$ cat src/rtl/cpu_pkg.sv
// Shared types and constants for the fetch run-control sequencer.
// The stall-counter width helper keeps the counter at least one bit wide.
package cpu_pkg;

    typedef enum logic [2:0] {
        IDLE,
        LOAD,
        RUN,
        STALL,
        DONE
    } seq_state_t;

    localparam int CNT_W_DEF        = 16;
    localparam int STALL_CYCLES_DEF = 2;
    localparam int STALL_W_DEF      = $clog2(STALL_CYCLES_DEF + 1);

    function automatic int stall_w(input int cycles);
        return (cycles < 1) ? 1 : $clog2(cycles + 1);
    endfunction

endpackage

$ cat src/rtl/sat_counter.sv
// Up-counter with synchronous clear that sticks at all-ones instead of wrapping.
module sat_counter #(
    parameter int CNT_W = 16
) (
    input  logic             i_clk,
    input  logic             i_clear,
    input  logic             i_enable,
    output logic [CNT_W-1:0] o_count
);

    logic [CNT_W-1:0] r_count;

    always_ff @(posedge i_clk) begin
        if (i_clear) begin
            r_count <= '0;
        end else if (i_enable && (r_count != '1)) begin
            r_count <= r_count + CNT_W'(1);
        end
    end

    assign o_count = r_count;

endmodule

$ cat src/rtl/fetch_sequencer.sv
// Run-control sequencer: turns the Start/Done handshake and decode flags into
// the Init/Halt/Branch controls of the PC register, with memory stalls and a watchdog.
//
// state | meaning
// IDLE  | waiting for Start, PC held
// LOAD  | one-cycle PC clear, counters and Timeout cleared
// RUN   | executing one instruction per cycle
// STALL | holding the PC on a memory instruction
// DONE  | finished (halt or watchdog), waiting for Start to drop
module fetch_sequencer
    import cpu_pkg::*;
#(
    parameter int STALL_CYCLES = 2,
    parameter int MAX_CYCLES   = 1000,
    parameter int CNT_W        = CNT_W_DEF
) (
    input  logic             CLK,
    input  logic             Init,
    input  logic             Start,
    input  logic             IsHalt,
    input  logic             IsMem,
    input  logic             IsBranch,
    input  logic             CondFlag,
    output logic             FetchInit,
    output logic             Halt,
    output logic             Branch,
    output logic             Done,
    output logic             Timeout,
    output logic [CNT_W-1:0] CycleCount,
    output logic [CNT_W-1:0] BranchCount
);

    localparam int               STALL_W    = stall_w(STALL_CYCLES);
    localparam logic             MEM_STALLS = (STALL_CYCLES > 0);
    localparam logic [STALL_W-1:0] STALL_LOAD =
        (STALL_CYCLES > 0) ? STALL_W'(STALL_CYCLES - 1) : '0;
    localparam logic [CNT_W-1:0] LAST_CYCLE = CNT_W'(MAX_CYCLES - 1);

    seq_state_t         r_state;
    logic [STALL_W-1:0] r_stall;
    logic               r_fetch_init;
    logic               r_done;
    logic               r_timeout;

    logic               w_halt;
    logic               w_branch;
    logic               w_mem_stall;
    logic               w_last;
    logic               w_cnt_clr;
    logic               w_cyc_en;

    assign w_mem_stall = IsMem && MEM_STALLS;
    // The cycle entered at MAX_CYCLES-1 is the final executed cycle of the run.
    assign w_last      = ((r_state == RUN) || (r_state == STALL)) && (CycleCount == LAST_CYCLE);

    always_ff @(posedge CLK) begin
        if (Init) begin
            r_state      <= IDLE;
            r_stall      <= '0;
            r_fetch_init <= 1'b0;
            r_done       <= 1'b0;
            r_timeout    <= 1'b0;
        end else begin
            r_fetch_init <= 1'b0;
            case (r_state)
                IDLE: begin
                    if (Start) begin
                        r_state      <= LOAD;
                        r_fetch_init <= 1'b1;
                    end
                end
                LOAD: begin
                    r_timeout <= 1'b0;
                    r_state   <= RUN;
                end
                RUN: begin
                    if (IsHalt) begin
                        r_state <= DONE;
                        r_done  <= 1'b1;
                    end else if (w_last) begin
                        r_state   <= DONE;
                        r_done    <= 1'b1;
                        r_timeout <= 1'b1;
                    end else if (w_mem_stall) begin
                        r_stall <= STALL_LOAD;
                        r_state <= STALL;
                    end
                end
                STALL: begin
                    if (w_last) begin
                        r_state   <= DONE;
                        r_done    <= 1'b1;
                        r_timeout <= 1'b1;
                    end else if (r_stall != '0) begin
                        r_stall <= r_stall - STALL_W'(1);
                    end else begin
                        r_state <= RUN;
                    end
                end
                DONE: begin
                    if (!Start) begin
                        r_state <= IDLE;
                        r_done  <= 1'b0;
                    end
                end
                default: begin
                    r_state <= IDLE;
                end
            endcase
        end
    end

    // Halt/Branch are Mealy so the fetch unit sees this cycle's decode directly.
    always_comb begin
        w_halt   = 1'b1;
        w_branch = 1'b0;
        case (r_state)
            LOAD: begin
                w_halt = 1'b0;
            end
            RUN: begin
                if (IsHalt || w_mem_stall) begin
                    w_halt = 1'b1;
                end else begin
                    w_halt   = 1'b0;
                    w_branch = IsBranch && CondFlag;
                end
            end
            STALL: begin
                w_halt = (r_stall != '0);
            end
            default: begin
                w_halt   = 1'b1;
                w_branch = 1'b0;
            end
        endcase
    end

    assign w_cnt_clr = Init || (r_state == LOAD);
    assign w_cyc_en  = (r_state == RUN) || (r_state == STALL);

    sat_counter #(.CNT_W(CNT_W)) u_cycle_cnt (
        .i_clk    (CLK),
        .i_clear  (w_cnt_clr),
        .i_enable (w_cyc_en),
        .o_count  (CycleCount)
    );

    sat_counter #(.CNT_W(CNT_W)) u_branch_cnt (
        .i_clk    (CLK),
        .i_clear  (w_cnt_clr),
        .i_enable (w_branch),
        .o_count  (BranchCount)
    );

    assign FetchInit = r_fetch_init;
    assign Halt      = w_halt;
    assign Branch    = w_branch;
    assign Done      = r_done;
    assign Timeout   = r_timeout;

endmodule

$ cat config.mk
export PLATFORM = sky130hd
export DESIGN_NAME = fetch_sequencer
export DESIGN_NICKNAME = d
export VERILOG_FILES = /design/src/rtl/cpu_pkg.sv /design/src/rtl/sat_counter.sv /design/src/rtl/fetch_sequencer.sv
export SDC_FILE = /design/constraint.sdc
export NUM_CORES = 1
export LEC_CHECK = 0
export BUFFER_PORTS_ARGS = -buffer_cell sky130_fd_sc_hd__buf_2
export CORE_UTILIZATION = 35
export DETAILED_ROUTE_END_ITERATION = 8
export HOLD_SLACK_MARGIN = 0.02
export SLEW_MARGIN = 20
export SYNTH_ARGS = -nofsm -noshare
export SYNTH_HDL_FRONTEND = slang
export SYNTH_SLANG_ARGS = --single-unit
$ cat constraint.sdc
create_clock -name CLK -period 1.84 [get_ports CLK]
set_clock_uncertainty 0.1 [all_clocks]
set_input_delay 0.092 -clock CLK [delete_from_list [all_inputs] [get_ports CLK]]
set_output_delay 0.092 -clock CLK [all_outputs]
set_load 0.005 [all_outputs]
==> metrics.csv, run 1 <==
metric,value,unit
DRC,0,
vias in the first global route,1807,
Pleak,0.00114,uW
Worst path top cell family by delay,simple AND/OR/NAND/NOR gates,
outcome,"finished, final reports clean",
RSZ-0062 raised after global routing,no,
half-perimeter wire length after placement,3730,microns
Initial DRC Count,99,
Placer Congestion,0.800,
largest stage delay on the critical path,0.55,ns
Placed Area,2600,sq um
first drt pass iteration count,4,
Post-CTS Setup Bufs,0,
"Setup violations, final",0,
CTS tree,built,
Max Cap Violations,0,
Crit Path Class,reg2reg,
CTS Sinks,40,
pwr/cell area,617,nW/um^2
Clock Latency Late Sink,0.29,ns
area of the core,5640,sq um
Synth Instances,244,
slowest CP cell,or4_1,
Finished Cell Area,2780,sq um
die area,6310,sq um
final net count,329,
"Cell Chain, Critical Path",or4_1 -> and4bb_1 -> nand2_2 -> a221oi_2,
fmax,572,MHz
vias per std cell,5.09,
Slew @ Worst Pin,0.372,ns
final slew viol count,0,
WP data arrival,1.85,ns
CP required,1.94,ns
"commonest non-fill, non-tap cell in the layout",buf_2,
Setup WS pre-CTS,0.0908,ns
Top Ports,44,
placed cell count,382,
Netlist cell types,47,
fin worst setup slack,0.0919,ns
critical path startpoint category,register,
total power,1710,uW
Slew HR,0.751,
largest net degree at the start of global routing,13,
Min-Delay Path Class,in2reg,
Synth Flop Type,dfxtp_1,
CP max FO,5,
Tot GR Track Use,0.168,
number of synthesized register bits,40,
Buffers on Ports,43,
post-layout min period,1.75,ns
first-pass GRT wire length,8440,microns
busiest layer in global routing,met2,
"Hold Violations, Final",0,
Tcrit/Tclk final,0.950,
sequential share of the synthesized area,0.382,
Post-Synthesis Cell Area,2100,sq um
post-route ant nets,0,
layout cells sized above 1,0.338,
Syn. warnings,0,
mean post-synth cell area,8.60,sq um
met3 Resource Use GR,0.0343,
CTS Root Buffer Type,clkbuf_8,
Initial Utilization,0.372,
WL final,4930,microns
clock buffer count from CTS,5,
number of flops mapped to enable cells by yosys,0,
Antenna Cells,0,
H-tree depth,2,
DR vias,1994,
Worst Setup End Kind,register,
"CTS clk-pin slew, worst paths",0.07,ns
Post-synth ARST share,0,
final instance count without filler cells,392,
Die Span Y,79.4,microns
Max rail drop VDD,0.375,mV
total grt overflow,0,
Die W,79.4,microns
Worst Path Buf+Inv,0,
syn nets,254,
FP Rows,27,
setup TNS after final layout,0,ns
WL/cell,12.6,microns
area grow syn2layout,32.4,%
met2 Resource Use GR,0.259,
CTS Buffer Depth,2,
initial antenna violation count,0,
most frequent cells in the layout,"buf_2, dfxtp_1, nor2_1",
met1 Use GR,0.233,
metal layers:
metal | wire length (microns) | vias up
met4 | 44 | 0
li1 | - | 1027
met3 | 198 | 5
met2 | 2220 | 40
met5 | 0 | -
met1 | 2460 | 922
worst register-to-register path, stage by stage, from the launching register on:
cell	delay, ns
dfxtp_1	0.34
or4_1	0.55
and4bb_1	0.35
nand2_2	0.11
a221oi_2	0.23
what timing repair did:
action	in CTS	in global routing
setup endpoints to repair	0	7
endpoints found under the hold margin	4	0
resized for setup	0	10
hold buffers	2	0
area by class of cell:
type                    count  area (sq um)
clock buffers               6          72.6
clock inverters             2          35.0
fillers                   567          2860
inverters                   6          22.5
multi-input cells         188          1270
flip-flops and latches     40           801
well taps                  72          90.1
repair buffers             78           483
worst paths after layout:
check,startpoint,endpoint,slack (ns),cells past startpoint
setup / recovery,u_cycle_cnt.o_count[15],Done,0.09,4
hold / removal,IsHalt,r_state[1],0.13,4
setup reg to reg,u_cycle_cnt.o_count[15],Done,0.09,4
hold reg to reg,Timeout,Timeout,0.37,2
logic make-up (layout without fill, tap and decap cells):
| logic type | Yosys count | count (layout) | synth area share |
|---|---|---|---|
| DFF | 40 | 40 | 0.382 |
| buffers and inverters | 16 | 92 | 0.0334 |
| xor gates and xnor gates | 20 | 20 | 0.0835 |
| and+or+nand+nor | 126 | 126 | 0.354 |
| muxes | 2 | 2 | 0.00954 |
| adders and majority gates | 3 | 3 | 0.0179 |
| AOI/OAI and AO/OA | 37 | 37 | 0.120 |
power by group:
group	switching [uW]	internal (uW)	total (uW)
clock network	296	403	699
logic	77.9	56.4	134
registers	4.73	875	879
synth_stat cells, types with 5 or more instances:
cell type | count | area share
nor2_1 | 37 | 0.066
nand3_1 | 11 | 0.026
dfxtp_1 | 40 | 0.38
clkbuf_1 | 6 | 0.011
nand4_1 | 7 | 0.021
and3_1 | 9 | 0.027
inv_1 | 6 | 0.011
nor3_1 | 13 | 0.031
xnor2_1 | 17 | 0.071
o21ai_0 | 5 | 0.012
a211oi_1 | 6 | 0.021
a21oi_1 | 12 | 0.029
nand2_1 | 13 | 0.023
through the flow:
stage / util / hold WS (ns)
floorplan: - / 0.134
global placement: 0.462 / 0.294
detailed placement: 0.462 / 0.302
CTS: 0.484 / 0.120
global route: 0.492 / 0.168
finish: 0.492 / 0.133
state kept, by name (all words and copies together) (netlist names):
name                  count
u_branch_cnt.o_count     16
u_cycle_cnt.o_count      16
r_state                   3
r_stall                   2
Done                      1
FetchInit                 1
Timeout                   1
Note: power is estimated with default switching activity, not from simulation.
==> run 2: changes to the inputs <==
--- a/config.mk
+++ b/config.mk
@@ -6,6 +6,7 @@
 export NUM_CORES = 1
 export LEC_CHECK = 0
 export BUFFER_PORTS_ARGS = -buffer_cell sky130_fd_sc_hd__buf_2
+export CAP_MARGIN = 10
 export CORE_UTILIZATION = 35
 export DETAILED_ROUTE_END_ITERATION = 8
 export HOLD_SLACK_MARGIN = 0.02
==> constraint.sdc (replaced) <==
create_clock -name CLK -period 1.7 [get_ports CLK]
set_clock_uncertainty 0.1 [all_clocks]
set_input_delay 0.085 -clock CLK [delete_from_list [all_inputs] [get_ports CLK]]
set_output_delay 0.085 -clock CLK [all_outputs]
set_load 0.005 [all_outputs]
==> metrics.csv, run 2 (synthesis results as in run 1) <==
metric,value,unit,change
outcome,"finished, violations left",,"was finished, final reports clean"
failing checks,setup timing,,
R2R Setup Slk,-0.02,ns,was 0.09 ns
Max rail drop VDD,0.312,mV,was 0.375 mV
H-tree depth,2,,unchanged
vias in the first global route,2068,,was 1807
DR vias,2116,,was 1994
hold wc startpoint,IsHalt,,unchanged
area of the core,5640,sq um,unchanged
Reg area,822,sq um,was 801 sq um
worst reg2reg path depth,5,,was 4
CP max FO,3,,was 5
Top Ports,44,,unchanged
"CTS clk-pin slew, worst paths",0.08,ns,was 0.07 ns
die area,6310,sq um,unchanged
Worst Setup End Kind,register,,unchanged
half-perimeter wire length after placement,4000,microns,was 3730 microns
Tcrit/Tclk final,1.01,,was 0.950
FP Rows,27,,unchanged
Hold Worst Slack,0.113,ns,was 0.133 ns
Slew HR,0.703,,was 0.751
fin worst setup slack,-0.0180,ns,was 0.0919 ns
post-route ant nets,0,,unchanged
"Setup violations, final",1,,was 0
met2 WL,2740,microns,was 2220 microns
Die W,79.4,microns,unchanged
vias per std cell,5.15,,was 5.09
top sig layer,met4,,unchanged
Buffers on Ports,43,,unchanged
CTS Root Buffer Type,clkbuf_8,,unchanged
metal3 WL,247,microns,was 198 microns
DRC,0,,unchanged
WHS Endpoint,r_state[1],,unchanged
fillers,534,,was 567
WL/cell,13.8,microns,was 12.6 microns
Die Span Y,79.4,microns,unchanged
Pleak,0.00127,uW,was 0.00114 uW
Crit Path Class,reg2reg,,unchanged
first-pass GRT wire length,9670,microns,was 8440 microns
"Hold Violations, Final",0,,unchanged
Tot GR Track Use,0.195,,was 0.168
Setup WS pre-CTS,-0.0260,ns,was 0.0908 ns
fmax,582,MHz,was 572 MHz
clock buffer count from CTS,5,,unchanged
WP data arrival,1.85,ns,about the same
total power,1800,uW,was 1710 uW
area grow syn2layout,47.5,%,was 32.4%
final slew viol count,0,,unchanged
multi-input logic area,1410,sq um,was 1270 sq um
Finished Cell Area,3100,sq um,was 2780 sq um
pwr/cell area,582,nW/um^2,was 617 nW/um^2
WL final,5670,microns,was 4930 microns
setup TNS after final layout,-0.0180,ns,was 0 ns
"commonest non-fill, non-tap cell in the layout",buf_4,,was buf_2
Slew @ Worst Pin,0.444,ns,was 0.372 ns
CP required,1.83,ns,was 1.94 ns
final net count,348,,was 329
RR Startpoint,u_cycle_cnt.o_count[15],,unchanged
Initial Utilization,0.372,,unchanged
hold path cells,4,,unchanged
total grt overflow,0,,unchanged
CTS tree,built,,unchanged
largest net degree at the start of global routing,17,,was 13
initial antenna violation count,0,,unchanged
most frequent cells in the layout,"buf_4, buf_2, nor2_1",,"was buf_2, dfxtp_1, nor2_1"
Placed Area,2710,sq um,was 2600 sq um
critical path startpoint category,register,,unchanged
Max Cap Violations,0,,unchanged
Min-Delay Path Class,in2reg,,unchanged
CTS Buffer Depth,2,,unchanged
Clock Latency Late Sink,0.30,ns,was 0.29 ns
layout cells sized above 1,0.454,,was 0.338
Placer Congestion,0.833,,was 0.800
Antenna Cells,0,,unchanged
RSZ-0062 raised after global routing,yes,,was no
post-layout min period,1.72,ns,was 1.75 ns
first drt pass iteration count,4,,unchanged
CTS Sinks,40,,unchanged
RR Endpoint,r_stall[1],,was Done
Initial DRC Count,78,,was 99
Metal-1 WL,2620,microns,was 2460 microns
==> run 2: cell types whose count changed in the layout (fill, tap and decap cells not counted), moves of 3 or more <==
cell     change
buf_4       +13
dfxtp_1     -11
dfxtp_2      +8
buf_6        +3
dfxtp_4      +3
==> run 2: layout make-up <==
| cell class | count | share of cell area |
|---|---|---|
| clock buffer | 6 | 0.0267 |
| multi-input combinational | 188 | 0.455 |
| tap | 72 | 0.0291 |
| sequential | 40 | 0.266 |
| inverter | 6 | 0.00728 |
| timing repair buffer | 97 | 0.213 |
| clock inverter | 2 | 0.00323 |
==> run 2: how the worst max path moves through the flow <==
stage / startpoint / endpoint / slack (ns) / depth (start not counted)
after global placement: u_cycle_cnt.o_count[15] / Done / 0.009 / 4
after global routing: u_cycle_cnt.o_count[15] / r_stall[0] / -0.07 / 5
after detailed placement: u_cycle_cnt.o_count[15] / Done / -0.03 / 4
after floorplan: u_cycle_cnt.o_count[0] / r_stall[1] / 0.002 / 7
after CTS: r_state[1] / u_branch_cnt.o_count[8] / -0.008 / 6
final: u_cycle_cnt.o_count[15] / r_stall[1] / -0.02 / 5
==> run 2: per-layer routing <==
metal,global-route usage,vias to the layer above
li1,-,1068
met2,0.315,52
met1,0.259,989
met3,0.0411,7
met4,0.0545,0
met5,0,-
==> run 2: timing repair <==
action                     in CTS  in global routing
gates resized for setup        13                 42
hold buffers                    3                  0
hold endpoints to repair        5                  0
gates cloned                    0                  0
setup endpoints to repair      15                 34
pin swaps                       5                  3
setup buffers                   1                  4
==> run 2: metrics by stage <==
step	cells	util
detailed placement	395	0.481
floorplan	244	-
global placement	395	0.481
CTS	407	0.514
finish	411	0.549
global route	411	0.549
==> run 2: where the power goes <==
| group | switching [uW] | internal, uW | total [uW] |
|---|---|---|---|
| registers | 8.43 | 942 | 951 |
| clock network | 344 | 324 | 668 |
| logic | 97.0 | 85.9 | 183 |
==> run 2: worst max-delay path, stage by stage (launching register included) <==
cell and delay, ns:
dfxtp_2 0.33, or4_4 0.53, and4bb_2 0.37, nor3_2 0.08
nand2b_4 0.14, a21oi_2 0.11
==> run 3: changes to the inputs <==
--- a/config.mk
+++ b/config.mk
@@ -7,9 +7,10 @@
 export LEC_CHECK = 0
 export BUFFER_PORTS_ARGS = -buffer_cell sky130_fd_sc_hd__buf_2
 export CAP_MARGIN = 10
-export CORE_UTILIZATION = 35
+export CORE_UTILIZATION = 54
 export DETAILED_ROUTE_END_ITERATION = 8
 export HOLD_SLACK_MARGIN = 0.02
+export PLACE_DENSITY = 0.79
 export SLEW_MARGIN = 20
 export SYNTH_ARGS = -nofsm -noshare
 export SYNTH_HDL_FRONTEND = slang
==> metrics.csv, run 3 (synthesis results as in run 1) <==
metric,value,unit,change
CTS Sinks,40,,unchanged
DR vias,2289,,was 2116
most frequent cells in the layout,"buf_4, buf_2, nor2_1",,unchanged
multi-input logic area,1460,sq um,was 1410 sq um
RSZ-0062 raised after global routing,yes,,unchanged
Max rail drop VDD,0.447,mV,was 0.312 mV
"Setup violations, final",3,,was 1
largest net degree at the start of global routing,12,,was 17
area grow syn2layout,45.6,%,was 47.5%
hold wc startpoint,IsHalt,,unchanged
WL/cell,17.1,microns,was 13.8 microns
fmax,584,MHz,was 582 MHz
Initial DRC Count,189,,was 78
CTS tree,built,,unchanged
slowest CP cell,dfxtp_2,,was or4_4
critical path startpoint category,register,,unchanged
largest stage delay on the critical path,0.37,ns,was 0.53 ns
"Cell Chain, Critical Path",ha_4 -> nand4_1 -> nor4_2 -> buf_4 -> nor3_2 -> xnor2_1 -> nor2_1,,was or4_4 -> and4bb_2 -> nor3_2 -> nand2b_4 -> a21oi_2
layout cells sized above 1,0.452,,was 0.454
Finished Cell Area,3060,sq um,was 3100 sq um
Tcrit/Tclk final,1.01,,about the same
Placer Congestion,0.913,,was 0.833
CTS Root Buffer Type,clkbuf_8,,unchanged
CP required,1.80,ns,was 1.83 ns
Slew @ Worst Pin,0.408,ns,was 0.444 ns
"Hold Violations, Final",0,,unchanged
fillers,218,,was 534
WHS Endpoint,Timeout,,was r_state[1]
placed cell count,368,,was 395
fin worst setup slack,-0.0119,ns,was -0.0180 ns
Placed Area,2660,sq um,was 2710 sq um
total grt overflow,0,,unchanged
clock buffer count from CTS,5,,unchanged
Buffers on Ports,43,,unchanged
initial antenna violation count,0,,unchanged
die area,4140,sq um,was 6310 sq um
WP data arrival,1.81,ns,was 1.85 ns
first drt pass iteration count,5,,was 4
Die Span Y,64.3,microns,was 79.4 microns
Crit Path Class,reg2reg,,unchanged
hold path cells,4,,unchanged
R2R Setup Slk,-0.01,ns,was -0.02 ns
Tot GR Track Use,0.284,,was 0.195
worst reg2reg path depth,7,,was 5
post-route ant nets,0,,unchanged
FP Rows,22,,was 27
Slew HR,0.728,,was 0.703
Antenna Cells,0,,unchanged
CP max FO,7,,was 3
failing checks,setup timing,,unchanged
final slew viol count,0,,unchanged
Top Ports,44,,unchanged
RR Endpoint,u_branch_cnt.o_count[7],,was r_stall[1]
"commonest non-fill, non-tap cell in the layout",buf_4,,unchanged
WL final,6540,microns,was 5670 microns
RR Startpoint,u_branch_cnt.o_count[1],,was u_cycle_cnt.o_count[15]
Pleak,0.00124,uW,was 0.00127 uW
final net count,343,,was 348
DRC,0,,unchanged
"CTS clk-pin slew, worst paths",0.08,ns,about the same
Worst Setup End Kind,register,,unchanged
Clock Latency Late Sink,0.30,ns,about the same
half-perimeter wire length after placement,3960,microns,was 4000 microns
total power,1790,uW,was 1800 uW
vias in the first global route,2022,,was 2068
Max Cap Violations,0,,unchanged
first-pass GRT wire length,9120,microns,was 9670 microns
Die W,64.3,microns,was 79.4 microns
pwr/cell area,587,nW/um^2,was 582 nW/um^2
CTS Buffer Depth,2,,unchanged
final instance count without filler cells,382,,was 411
Initial Utilization,0.569,,was 0.372
outcome,"finished, violations left",,unchanged
H-tree depth,2,,unchanged
area of the core,3690,sq um,was 5640 sq um
Min-Delay Path Class,in2reg,,unchanged
post-layout min period,1.71,ns,was 1.72 ns
Reg area,817,sq um,was 822 sq um
vias per std cell,5.99,,was 5.15
## run 3: cell count changes in the layout (fill, tap and decap cells not counted), moves of 3 or more
cell and change:
nor4b_2 -3, dfxtp_4 -3, nor4b_4 +3, dfxtp_2 +5
## run 3: worst max path at each step
| stage | to | start | slack, ns |
|---|---|---|---|
| floorplan | r_stall[1] | u_cycle_cnt.o_count[0] | 0.002 |
| global placement | u_branch_cnt.o_count[8] | r_state[0] | 0.01 |
| detailed placement | u_branch_cnt.o_count[11] | r_state[0] | -0.06 |
| CTS | u_cycle_cnt.o_count[9] | u_cycle_cnt.o_count[4] | 0.01 |
| global route | u_branch_cnt.o_count[0] | u_branch_cnt.o_count[0] | -0.09 |
| finish | u_branch_cnt.o_count[7] | u_branch_cnt.o_count[1] | -0.01 |
## run 3: repair_timing
action	CTS	global route
endpoints found under the setup margin	15	32
pin swaps	2	19
gates resized for setup	15	41
setup buffers	0	3
endpoints found under the hold margin	5	0
hold buffers	3	0
## run 3: layer usage
layer  global-route usage  wire length, microns  vias to the layer above
li1                     -                     -                     1055
met1                0.356                  2720                     1086
met2                0.467                  3240                      120
met3               0.0536                   390                       28
met4                0.128                   193                        0
met5                    0                     0                        -
## run 3: power breakdown
part	leakage, uW	total [uW]	switching (uW)	internal, uW
registers	0.000329	956	8.79	948
logic	0.000861	179	99.4	79.6
clock network	0.0000455	659	327	331
## run 3: final cells by class
class / instances / share of cell area
Multi-Input combinational cell: 188 / 0.477
Sequential cell: 40 / 0.267
Timing Repair Buffer: 92 / 0.199
Clock buffer: 8 / 0.0295
Tap cell: 48 / 0.0197
Inverter: 6 / 0.00737
## run 3: through the flow
stage	setup TNS [ns]	setup WS, ns	hold WS (ns)	utilization
after global routing	-0.467	-0.0878	0.180	0.828
after detailed placement	-0.411	-0.0598	0.265	0.722
final	-0.0178	-0.0119	0.147	0.828
after global placement	0	0.0104	0.269	0.722
after CTS	0	0.0104	0.124	0.776
after floorplan	0	0.00235	0.127	-
## run 3: worst max-delay path, delay by kind of cell (launching register included)
family,cells,cell delay (ns)
adders and majority gates,1,0.15
DFF,1,0.37
and+or+nand+nor,4,0.59
buffers and inverters,1,0.22
xor gates and xnor gates,1,0.18
